File: config.mk
export PLATFORM = sky130hd
export DESIGN_NAME = alu_exec
export DESIGN_NICKNAME = d
export VERILOG_FILES = /design/src/rtl/alu_pkg.sv /design/src/rtl/alu_divider.sv /design/src/rtl/alu_exec.sv
export SDC_FILE = /design/constraint.sdc
export NUM_CORES = 2
export LEC_CHECK = 0
export CAP_MARGIN = 20
export CELL_PAD_IN_SITES_DETAIL_PLACEMENT = 1
export CELL_PAD_IN_SITES_GLOBAL_PLACEMENT = 1
export CORE_MARGIN = 1.5
export CORE_UTILIZATION = 53
export CTS_CLUSTER_DIAMETER = 80
export DETAILED_ROUTE_END_ITERATION = 8
export HOLD_SLACK_MARGIN = 0.08
export PLACE_DENSITY = 0.95
export SKIP_CTS_REPAIR_TIMING = 1
export SYNTH_ARGS = -nofsm -noshare
export SYNTH_HDL_FRONTEND = slang
export SYNTH_SLANG_ARGS = --single-unit
File: constraint.sdc
create_clock -name clk -period 12.03 [get_ports clk]
set_input_delay 1.8045 -clock clk [delete_from_list [all_inputs] [get_ports clk]]
set_output_delay 1.8045 -clock clk [all_outputs]
set_load 0.005 [all_outputs]
File: src/rtl/alu_pkg.sv
// Shared ALU definitions: op codes common with ALU_control and the
// execute-stage FSM state encoding.
package alu_pkg;

  localparam logic [2:0] ALU_NOP = 3'b000;
  localparam logic [2:0] ALU_ADD = 3'b001;
  localparam logic [2:0] ALU_SUB = 3'b010;
  localparam logic [2:0] ALU_MUL = 3'b011;
  localparam logic [2:0] ALU_DIV = 3'b100;
  localparam logic [2:0] ALU_AND = 3'b101;
  localparam logic [2:0] ALU_OR  = 3'b110;

  typedef enum logic [1:0] {
    IDLE    = 2'd0,
    DIV     = 2'd1,
    DIV_FIX = 2'd2,
    MUL     = 2'd3
  } alu_state_e;

endpackage

File: src/rtl/alu_divider.sv
// Restoring unsigned divider: one quotient bit per cycle over WIDTH
// cycles. Operands are magnitudes; sign handling lives in alu_exec.
module alu_divider #(
  parameter int WIDTH = 32
) (
  input  logic             clk,
  input  logic             rst,
  input  logic             i_start,
  input  logic [WIDTH-1:0] i_dividend,
  input  logic [WIDTH-1:0] i_divisor,
  output logic             o_done,
  output logic [WIDTH-1:0] o_quotient
);

  localparam logic [WIDTH-1:0] CNT_LAST = WIDTH'(WIDTH - 1);

  logic             r_busy;
  logic [WIDTH-1:0] r_cnt;
  logic [WIDTH-1:0] r_rem;
  logic [WIDTH-1:0] r_quo;
  logic [WIDTH-1:0] r_dvs;
  logic [WIDTH:0]   w_shift;
  logic [WIDTH:0]   w_trial;
  logic             w_ge;

  // Trial subtraction of the divisor from the shifted partial remainder.
  always_comb begin
    w_shift = {r_rem, r_quo[WIDTH-1]};
    w_trial = w_shift - {1'b0, r_dvs};
    w_ge    = ~w_trial[WIDTH];
  end

  // Done is asserted during the cycle whose closing edge performs the last iteration.
  assign o_done     = r_busy && (r_cnt == CNT_LAST);
  assign o_quotient = r_quo;

  // Iteration state: quotient shifts in from the dividend register.
  always_ff @(posedge clk or posedge rst) begin
    if (rst) begin
      r_busy <= 1'b0;
      r_cnt  <= '0;
      r_rem  <= '0;
      r_quo  <= '0;
      r_dvs  <= '0;
    end else if (i_start) begin
      r_busy <= 1'b1;
      r_cnt  <= '0;
      r_rem  <= '0;
      r_quo  <= i_dividend;
      r_dvs  <= i_divisor;
    end else if (r_busy) begin
      r_rem <= w_ge ? w_trial[WIDTH-1:0] : w_shift[WIDTH-1:0];
      r_quo <= {r_quo[WIDTH-2:0], w_ge};
      r_cnt <= r_cnt + 1'b1;
      if (r_cnt == CNT_LAST) r_busy <= 1'b0;
    end
  end

endmodule

File: src/rtl/alu_exec.sv
// Execute-stage ALU. Single-cycle add/sub/and/or/nop, iterative signed
// divide, and multiply that is iterative shift-add when
// ALU_EXEC_MUL_ITER_EN is defined (single-cycle product otherwise).
module alu_exec
  import alu_pkg::*;
#(
  parameter int WIDTH = 32
) (
  input  logic             clk,
  input  logic             rst,
  input  logic             in_valid,
  input  logic [2:0]       alu_ctrl,
  input  logic [WIDTH-1:0] op_a,
  input  logic [WIDTH-1:0] op_b,
  output logic             in_ready,
  output logic             out_valid,
  output logic [WIDTH-1:0] result,
  output logic             zero
);

  alu_state_e       r_state, w_next;
  logic             w_accept;
  logic             w_load;
  logic [WIDTH-1:0] w_res_d;
  logic             w_div_start;
  logic             w_div_done;
  logic [WIDTH-1:0] w_quo;
  logic [WIDTH-1:0] w_abs_a, w_abs_b;
  logic             r_neg;

`ifdef ALU_EXEC_MUL_ITER_EN
  localparam logic [WIDTH-1:0] MCNT_LAST = WIDTH'(WIDTH - 1);
  logic             w_mul_start;
  logic [WIDTH-1:0] r_mcand, r_mplier, r_acc, r_mcnt;
  logic [WIDTH-1:0] w_addend;
  assign w_addend = r_mplier[0] ? r_mcand : '0;
`else
  logic [WIDTH-1:0] w_prod;
  assign w_prod = op_a * op_b;
`endif

  assign in_ready = (r_state == IDLE);
  assign w_accept = in_valid && in_ready;
  assign w_abs_a  = op_a[WIDTH-1] ? -op_a : op_a;
  assign w_abs_b  = op_b[WIDTH-1] ? -op_b : op_b;

  alu_divider #(.WIDTH(WIDTH)) u_div (
    .clk        (clk),
    .rst        (rst),
    .i_start    (w_div_start),
    .i_dividend (w_abs_a),
    .i_divisor  (w_abs_b),
    .o_done     (w_div_done),
    .o_quotient (w_quo)
  );

  // State register.
  always_ff @(posedge clk or posedge rst) begin
    if (rst) r_state <= IDLE;
    else     r_state <= w_next;
  end

  // Next state, result-load strobe and result value.
  always_comb begin
    w_next      = r_state;
    w_load      = 1'b0;
    w_res_d     = '0;
    w_div_start = 1'b0;
`ifdef ALU_EXEC_MUL_ITER_EN
    w_mul_start = 1'b0;
`endif
    case (r_state)
      IDLE: begin
        if (w_accept) begin
          case (alu_ctrl)
            ALU_ADD: begin w_load = 1'b1; w_res_d = op_a + op_b; end
            ALU_SUB: begin w_load = 1'b1; w_res_d = op_a - op_b; end
            ALU_AND: begin w_load = 1'b1; w_res_d = op_a & op_b; end
            ALU_OR:  begin w_load = 1'b1; w_res_d = op_a | op_b; end
`ifdef ALU_EXEC_MUL_ITER_EN
            ALU_MUL: begin w_mul_start = 1'b1; w_next = MUL; end
`else
            ALU_MUL: begin w_load = 1'b1; w_res_d = w_prod; end
`endif
            ALU_DIV: begin
              // Divide by zero bypasses the divider with the all-ones quotient.
              if (op_b == '0) begin
                w_load  = 1'b1;
                w_res_d = '1;
              end else begin
                w_div_start = 1'b1;
                w_next      = DIV;
              end
            end
            default: begin w_load = 1'b1; w_res_d = '0; end
          endcase
        end
      end
      DIV: if (w_div_done) w_next = DIV_FIX;
      DIV_FIX: begin
        w_load  = 1'b1;
        w_res_d = r_neg ? -w_quo : w_quo;
        w_next  = IDLE;
      end
`ifdef ALU_EXEC_MUL_ITER_EN
      MUL: begin
        if (r_mcnt == MCNT_LAST) begin
          w_load  = 1'b1;
          w_res_d = r_acc + w_addend;
          w_next  = IDLE;
        end
      end
`endif
      default: w_next = IDLE;
    endcase
  end

  // Quotient sign, captured when the divide starts.
  always_ff @(posedge clk or posedge rst) begin
    if (rst)              r_neg <= 1'b0;
    else if (w_div_start) r_neg <= op_a[WIDTH-1] ^ op_b[WIDTH-1];
  end

`ifdef ALU_EXEC_MUL_ITER_EN
  // Shift-add multiplier: multiplicand shifts left, multiplier shifts right.
  always_ff @(posedge clk or posedge rst) begin
    if (rst) begin
      r_mcand  <= '0;
      r_mplier <= '0;
      r_acc    <= '0;
      r_mcnt   <= '0;
    end else if (w_mul_start) begin
      r_mcand  <= op_a;
      r_mplier <= op_b;
      r_acc    <= '0;
      r_mcnt   <= '0;
    end else if (r_state == MUL) begin
      r_acc    <= r_acc + w_addend;
      r_mcand  <= r_mcand << 1;
      r_mplier <= r_mplier >> 1;
      r_mcnt   <= r_mcnt + 1'b1;
    end
  end
`endif

  // Output registers: result/zero hold until the next completion.
  always_ff @(posedge clk or posedge rst) begin
    if (rst) begin
      out_valid <= 1'b0;
      result    <= '0;
      zero      <= 1'b0;
    end else begin
      out_valid <= w_load;
      if (w_load) begin
        result <= w_res_d;
        zero   <= (w_res_d == '0);
      end
    end
  end

endmodule

Word level (Yosys, flattened, before mapping)
Cells that the tools add are included.
{"block": "classes", "add_sub_neg": 7, "mul": 1, "div": 0, "n_lt_le_gt_ge": 0, "eq_ne": 13, "n_shift": 0, "muxes": 30, "bitwise": 4, "reduce_logical": 7}
{"op": "$mux 32", "count": 12}
{"op": "$pmux 32 s6", "count": 1}
{"op": "$neg 32->32", "count": 3}
{"op": "$logic_not 32->1", "count": 2}
{"op": "$pmux 32 s2", "count": 1}
{"op": "$sub 33x32->33", "count": 1}
{"op": "$add 32x1->32 const B", "count": 1}
{"op": "$add 32x32->32", "count": 1}
{"op": "$and 32x32->32", "count": 1}
{"op": "$eq 32x5->1 const B", "count": 1}
{"op": "$mul 32x32->32", "count": 1}
{"op": "$or 32x32->32", "count": 1}
{"op": "$sub 32x32->32", "count": 1}
{"op": "$mux 1", "count": 10}
{"op": "$eq 3x3->1 const B", "count": 3}
{"op": "$mux 2", "count": 4}
{"op": "$eq 3x2->1 const B", "count": 2}
{"op": "$ne 2x1->1 const B", "count": 3}
{"op": "$pmux 2 s2", "count": 1}
{"op": "$reduce_and 4->1", "count": 1}
{"op": "$eq 3x1->1 const B", "count": 1}
{"op": "$eq 2x1->1 const B", "count": 1}
{"op": "$eq 2x2->1 const B", "count": 1}
{"op": "$logic_and 1x1->1", "count": 2}
{"op": "6 further kinds", "count": 6}
{"block": "word_totals", "reg_bits": 166, "latchBits": 0, "ram_bits": 0, "rom_bits": 0, "inputBits": 70, "output_inout_bits": 35, "mem_count": 0}

Depth between registers and ports, before layout
{"block": "logic_depth", "depth_word": 6, "mapped_depth": 31}

By module
From an unflattened synthesis, not the netlist that was laid out.
{"block": "unflattened", "hier_cells": 3658, "hier_area_um2": 30883.4}
{"module": "alu_exec", "n_inst": 1, "cells_per_inst": 2812, "area_each_um2": 23301.1, "seq_area_each_um2": 925.9}
{"module": "alu_divider", "n_inst": 1, "cells_per_inst": 846, "area_each_um2": 7582.3, "seq_area_each_um2": 3228.1}

Worst setup path before layout
OpenSTA, ideal clock, no wires.
{"block": "synth_path", "path_kind": "input to register", "startpoint": "input op_a[11]", "endpoint": "register zero", "setup_time_ps": 103, "t_arrival_ps": 9120, "setup_slack_ps": 2807, "stages": 29, "n_path_buf": 3, "path_cell_list": "clkbuf_1 -> clkbuf_1 -> and2_1 -> fa_1 -> fa_1 -> fa_1 -> inv_1 -> fa_1 -> inv_1 -> fa_1 -> inv_1 -> fa_1 -> inv_1 -> fa_1 -> fa_1 -> ha_1 -> clkbuf_1 -> nor2_1 -> nor2_1 -> o211ai_1 -> o21ai_0 -> o31ai_1 -> a311oi_1 -> mux2i_1 -> a221oi_1 -> nand2_1 -> nor3_1 -> nand3b_1 -> o41ai_2"}
{"block": "synth_between", "elab_chain_len": 5, "elab_cells_between_ends": 9, "cone_classes": "add/sub (2); mul (1); mux (3); bitwise (2); reduce/logical (1)"}
{"element": "start, declared", "line": "alu_exec.sv:13", "source": "input logic [WIDTH-1:0] op_a,"}
{"element": "$mul 32x32->32 (tied with other cells)", "line": "alu_exec.sv:39", "source": "assign w_prod = op_a * op_b;"}
{"element": "$pmux 32 s6 (*)", "line": "alu_exec.sv:75", "source": "case (alu_ctrl)"}
{"element": "$mux 32 (*)", "line": "alu_exec.sv:74", "source": "if (w_accept) begin"}
{"element": "$pmux 32 s2 (*)", "line": "alu_exec.sv:72", "source": "case (r_state)"}
{"element": "$logic_not 32->1 (*)", "line": "alu_exec.sv:156", "source": "zero <= (w_res_d == '0);"}
{"element": "end signal, assigned", "line": "alu_exec.sv:156"}
{"element": "end, declared", "line": "alu_exec.sv:18", "source": "output logic zero"}
Every way passes the cells marked *; elsewhere a longest branch is shown, timed or not.
A chain may end at the register's enable or synchronous reset.

Worst setup path in the final report
{"block": "layout_path", "startpoint": "input op_b[3]", "endpoint": "register zero"}
{"block": "layout_between", "elab_chain_len": 6, "elab_cells_between_ends": 15, "cone_classes": "add/sub (2); mul (1); mux (8); bitwise (2); reduce/logical (2)"}
{"element": "start, declared", "line": "alu_exec.sv:14", "source": "input logic [WIDTH-1:0] op_b,"}
{"element": "branches (longest 6 deep; another with $mul 32x32->32)"}
Several ways; the timed one is not identified.

==> flow_metrics.env <==
export IMPL_status="finished clean"
export IMPL_rr_endpoint="u_div.r_rem[29]$_DFFE_PP0P_"
export IMPL_crit_type="in2reg"
export IMPL_synth_seq_area_share_pct=13.6
export IMPL_end_kind="register"
export IMPL_clkTransAtPathRegs_ns=0.07
export IMPL_io_buffers=104
export IMPL_rsz0062_at_grt="no"
export IMPL_syn_avg_cell_area_um2=8.45
export IMPL_worst_ep_required_time_ns=12.41
export IMPL_io_pins=105
export IMPL_drv_slew=0
export IMPL_synth_area_leaders="fa_1, dfrtp_1, ha_1"
export IMPL_grt_first_pass_wirelength_um=195000
export IMPL_synth_cells=3603
export IMPL_nNetsFinal=4259
export IMPL_min_delay_start="result[12]$_DFFE_PP0P_"
export IMPL_min_path_type="reg2reg"
export IMPL_core_mm2=0.0566
export IMPL_multi_input_area_mm2=0.0237
export IMPL_areaGrowthSynthToFinish_pct=7.96
export IMPL_synth_yosys_warnings=0
export IMPL_placedCellCount=4318
export IMPL_setup_tns_ns=0
export IMPL_antenna_found_initial=12
export IMPL_synthDominantCellAreaShare_pct=27.0
export IMPL_synth_distinct_cells=90
export IMPL_regArea_mm2=0.00416
export IMPL_setup_viol=0
export IMPL_cap_violations=0
export IMPL_root_buffer="clkbuf_16"
export IMPL_mostFrequentLayoutCells="nand2_1, inv_1, fa_1, and2_1, ha_1"
export IMPL_crit_fanout=22
export IMPL_insertion_delay_ns=0.49
export IMPL_dr_pass1_iters=6
export IMPL_worst_clock_skew_ns=0.0166
export IMPL_ys_async_sr_fraction_pct=100
export IMPL_min_path_cells=2
export IMPL_r2r_start="u_div.o_quotient[31]$_DFFE_PP0P_"
export IMPL_die_w_um=243
export IMPL_cts_made_buffers=17
export IMPL_rr_worst_depth=16
export IMPL_synth_edf_count=0
export IMPL_drtIter0Drc=3326
export IMPL_clock_sinks=166
export IMPL_cts_tree="done"
export IMPL_via_per_inst=6.65
export IMPL_rrSetupSlack_ns=6.45
export IMPL_dp_hpwl_um=97400
export IMPL_nFillCells=6688
export IMPL_drtAntennaViolNets=0
export IMPL_min_delay_worst_endpoint="result[12]$_DFFE_PP0P_"
export IMPL_via_count=29000
export IMPL_die_area_mm2=0.0589
export IMPL_die_h_um=243
export IMPL_start_util_pct=53.8
export IMPL_grt_pass1_vias=32400
export IMPL_fin_crit_ns=10.97
export IMPL_htreeDepth=4
export IMPL_critPathArrivalTime_ns=11.35
export IMPL_grt_max_degree=91
export IMPL_drive_gt1_share_pct=4.50
export IMPL_fin_crit_sh_pct=91.2
export IMPL_synth_flop_cell="dfrtp_1"
export IMPL_wl_per_cell_um=29.2
export IMPL_drc_errors=0
export IMPL_mostFrequentLayoutCell="nand2_1"
export IMPL_grt_ovfl_total=0
export IMPL_cp_start_kind="primary input"
export IMPL_grt_util_all_layers_pct=43.9
export IMPL_stdcell_count=4355
export IMPL_synth_nets=4278
export IMPL_cts_buffer_depth=2
export IMPL_yosys_area_top_type="fa_1"
export IMPL_fmax_mhz=91.2
export IMPL_gp_congestion=0.985
export IMPL_netlist_area_mm2=0.0304
export IMPL_yosys_register_bits=166
export IMPL_slew_headroom_pct=16.4
export IMPL_tightest_slew_ns=1.25
export IMPL_worstSetupStartpoint="op_b[3]"
export IMPL_rows=87
export IMPL_hold_viol_final=0
export IMPL_drt_wl_total_um=127000
per-stage QoR:
step / worst slack [ns] / cell area (um2) / util (%) / hold slack (ns)
after global routing: 0.765 / 32900 / 58.0 / 0.485
after CTS: 1.46 / 32800 / 57.9 / 0.478
after floorplan: 2.81 / 30400 / - / 0.450
final: 1.06 / 32900 / 58.0 / 0.477
after detailed placement: 1.02 / 32200 / 56.9 / 0.462
after global placement: 1.51 / 32200 / 56.9 / 0.460
cell usage after synthesis, types with 11 or more instances:
cell type	number
nand2_1	478
inv_1	444
fa_1	410
and2_1	313
clkbuf_1	205
ha_1	195
o21ai_0	167
dfrtp_1	166
xnor2_1	156
nor2_1	149
a21oi_1	128
xor2_1	105
mux2i_1	72
a21o_1	54
nand3_1	46
nor3_1	39
or3_1	33
o31ai_1	32
a211oi_1	25
nand2b_1	22
nand4_1	19
nor4_1	19
buf_1	18
nor2b_1	18
o211ai_1	17
o21a_1	17
or4_1	17
a221oi_1	16
a31oi_1	15
a22oi_1	14
o22ai_1	14
and3_1	12
o41ai_1	11
logic make-up (layout without fill, tap and decap cells):
group / Yosys count / count (layout) / share of synthesized area, %
xor gates and xnor gates: 261 / 261 / 7.51
other: 0 / 2 / 0
AOI/OAI and AO/OA: 604 / 604 / 13.0
and+or+nand+nor: 1216 / 1216 / 19.9
adders and majority gates: 605 / 605 / 35.0
DFF: 166 / 166 / 13.6
muxes: 76 / 76 / 2.52
buffers and inverters: 675 / 669 / 8.38
critical path, stage by stage:
cell	delay (ns)
clkdlybuf4s50_1	1.00
and2_1	0.45
fa_1	0.53
inv_1	0.07
fa_1	0.52
fa_1	0.45
fa_1	0.56
inv_1	0.06
fa_1	0.53
inv_1	0.14
fa_1	0.68
inv_1	0.09
fa_1	0.51
fa_1	0.43
ha_1	0.46
nor2_1	0.07
nor2_1	0.10
o211ai_1	0.09
o21ai_0	0.55
o31ai_1	0.21
a311oi_1	0.62
mux2i_1	0.18
a221oi_1	0.51
nand2_1	0.11
nor3_1	0.18
nand3b_1	0.12
o41ai_2	0.27
state kept, by name (all words and copies together), names as in the netlist:
name              flops
out_valid             1
r_neg                 1
r_state               2
result               32
u_div.o_quotient     32
u_div.r_busy          1
u_div.r_cnt          32
u_div.r_dvs          32
u_div.r_rem          32
zero                  1
routing by layer:
layer  wire length, um  GRT usage [%]
met1             44300           51.5
met2             57500           68.9
met3             14300           13.0
met4             10800           31.4
met5                63              0
worst max path at each step:
| stage | endpoint | slack [ns] |
|---|---|---|
| floorplan | zero$_DFFE_PP0P_ | 2.81 |
| global placement | zero$_DFFE_PP0P_ | 1.51 |
| detailed placement | zero$_DFFE_PP0P_ | 1.02 |
| CTS | zero$_DFFE_PP0P_ | 1.46 |
| global route | zero$_DFFE_PP0P_ | 0.76 |
| finish | zero$_DFFE_PP0P_ | 1.06 |
cell type report:
cell class	count	area share, %
Timing Repair Buffer	193	5.35
Tap cell	756	2.88
Clock buffer	18	1.34
Inverter	444	5.09
Multi-Input combinational cell	2762	72.3
Antenna cell	2	0.0152
Sequential cell	166	12.7
Clock inverter	14	0.423
Power is left out: the tool's default activity adds up to more than one toggle a clock period on the data nets, which glitch-free logic cannot reach.
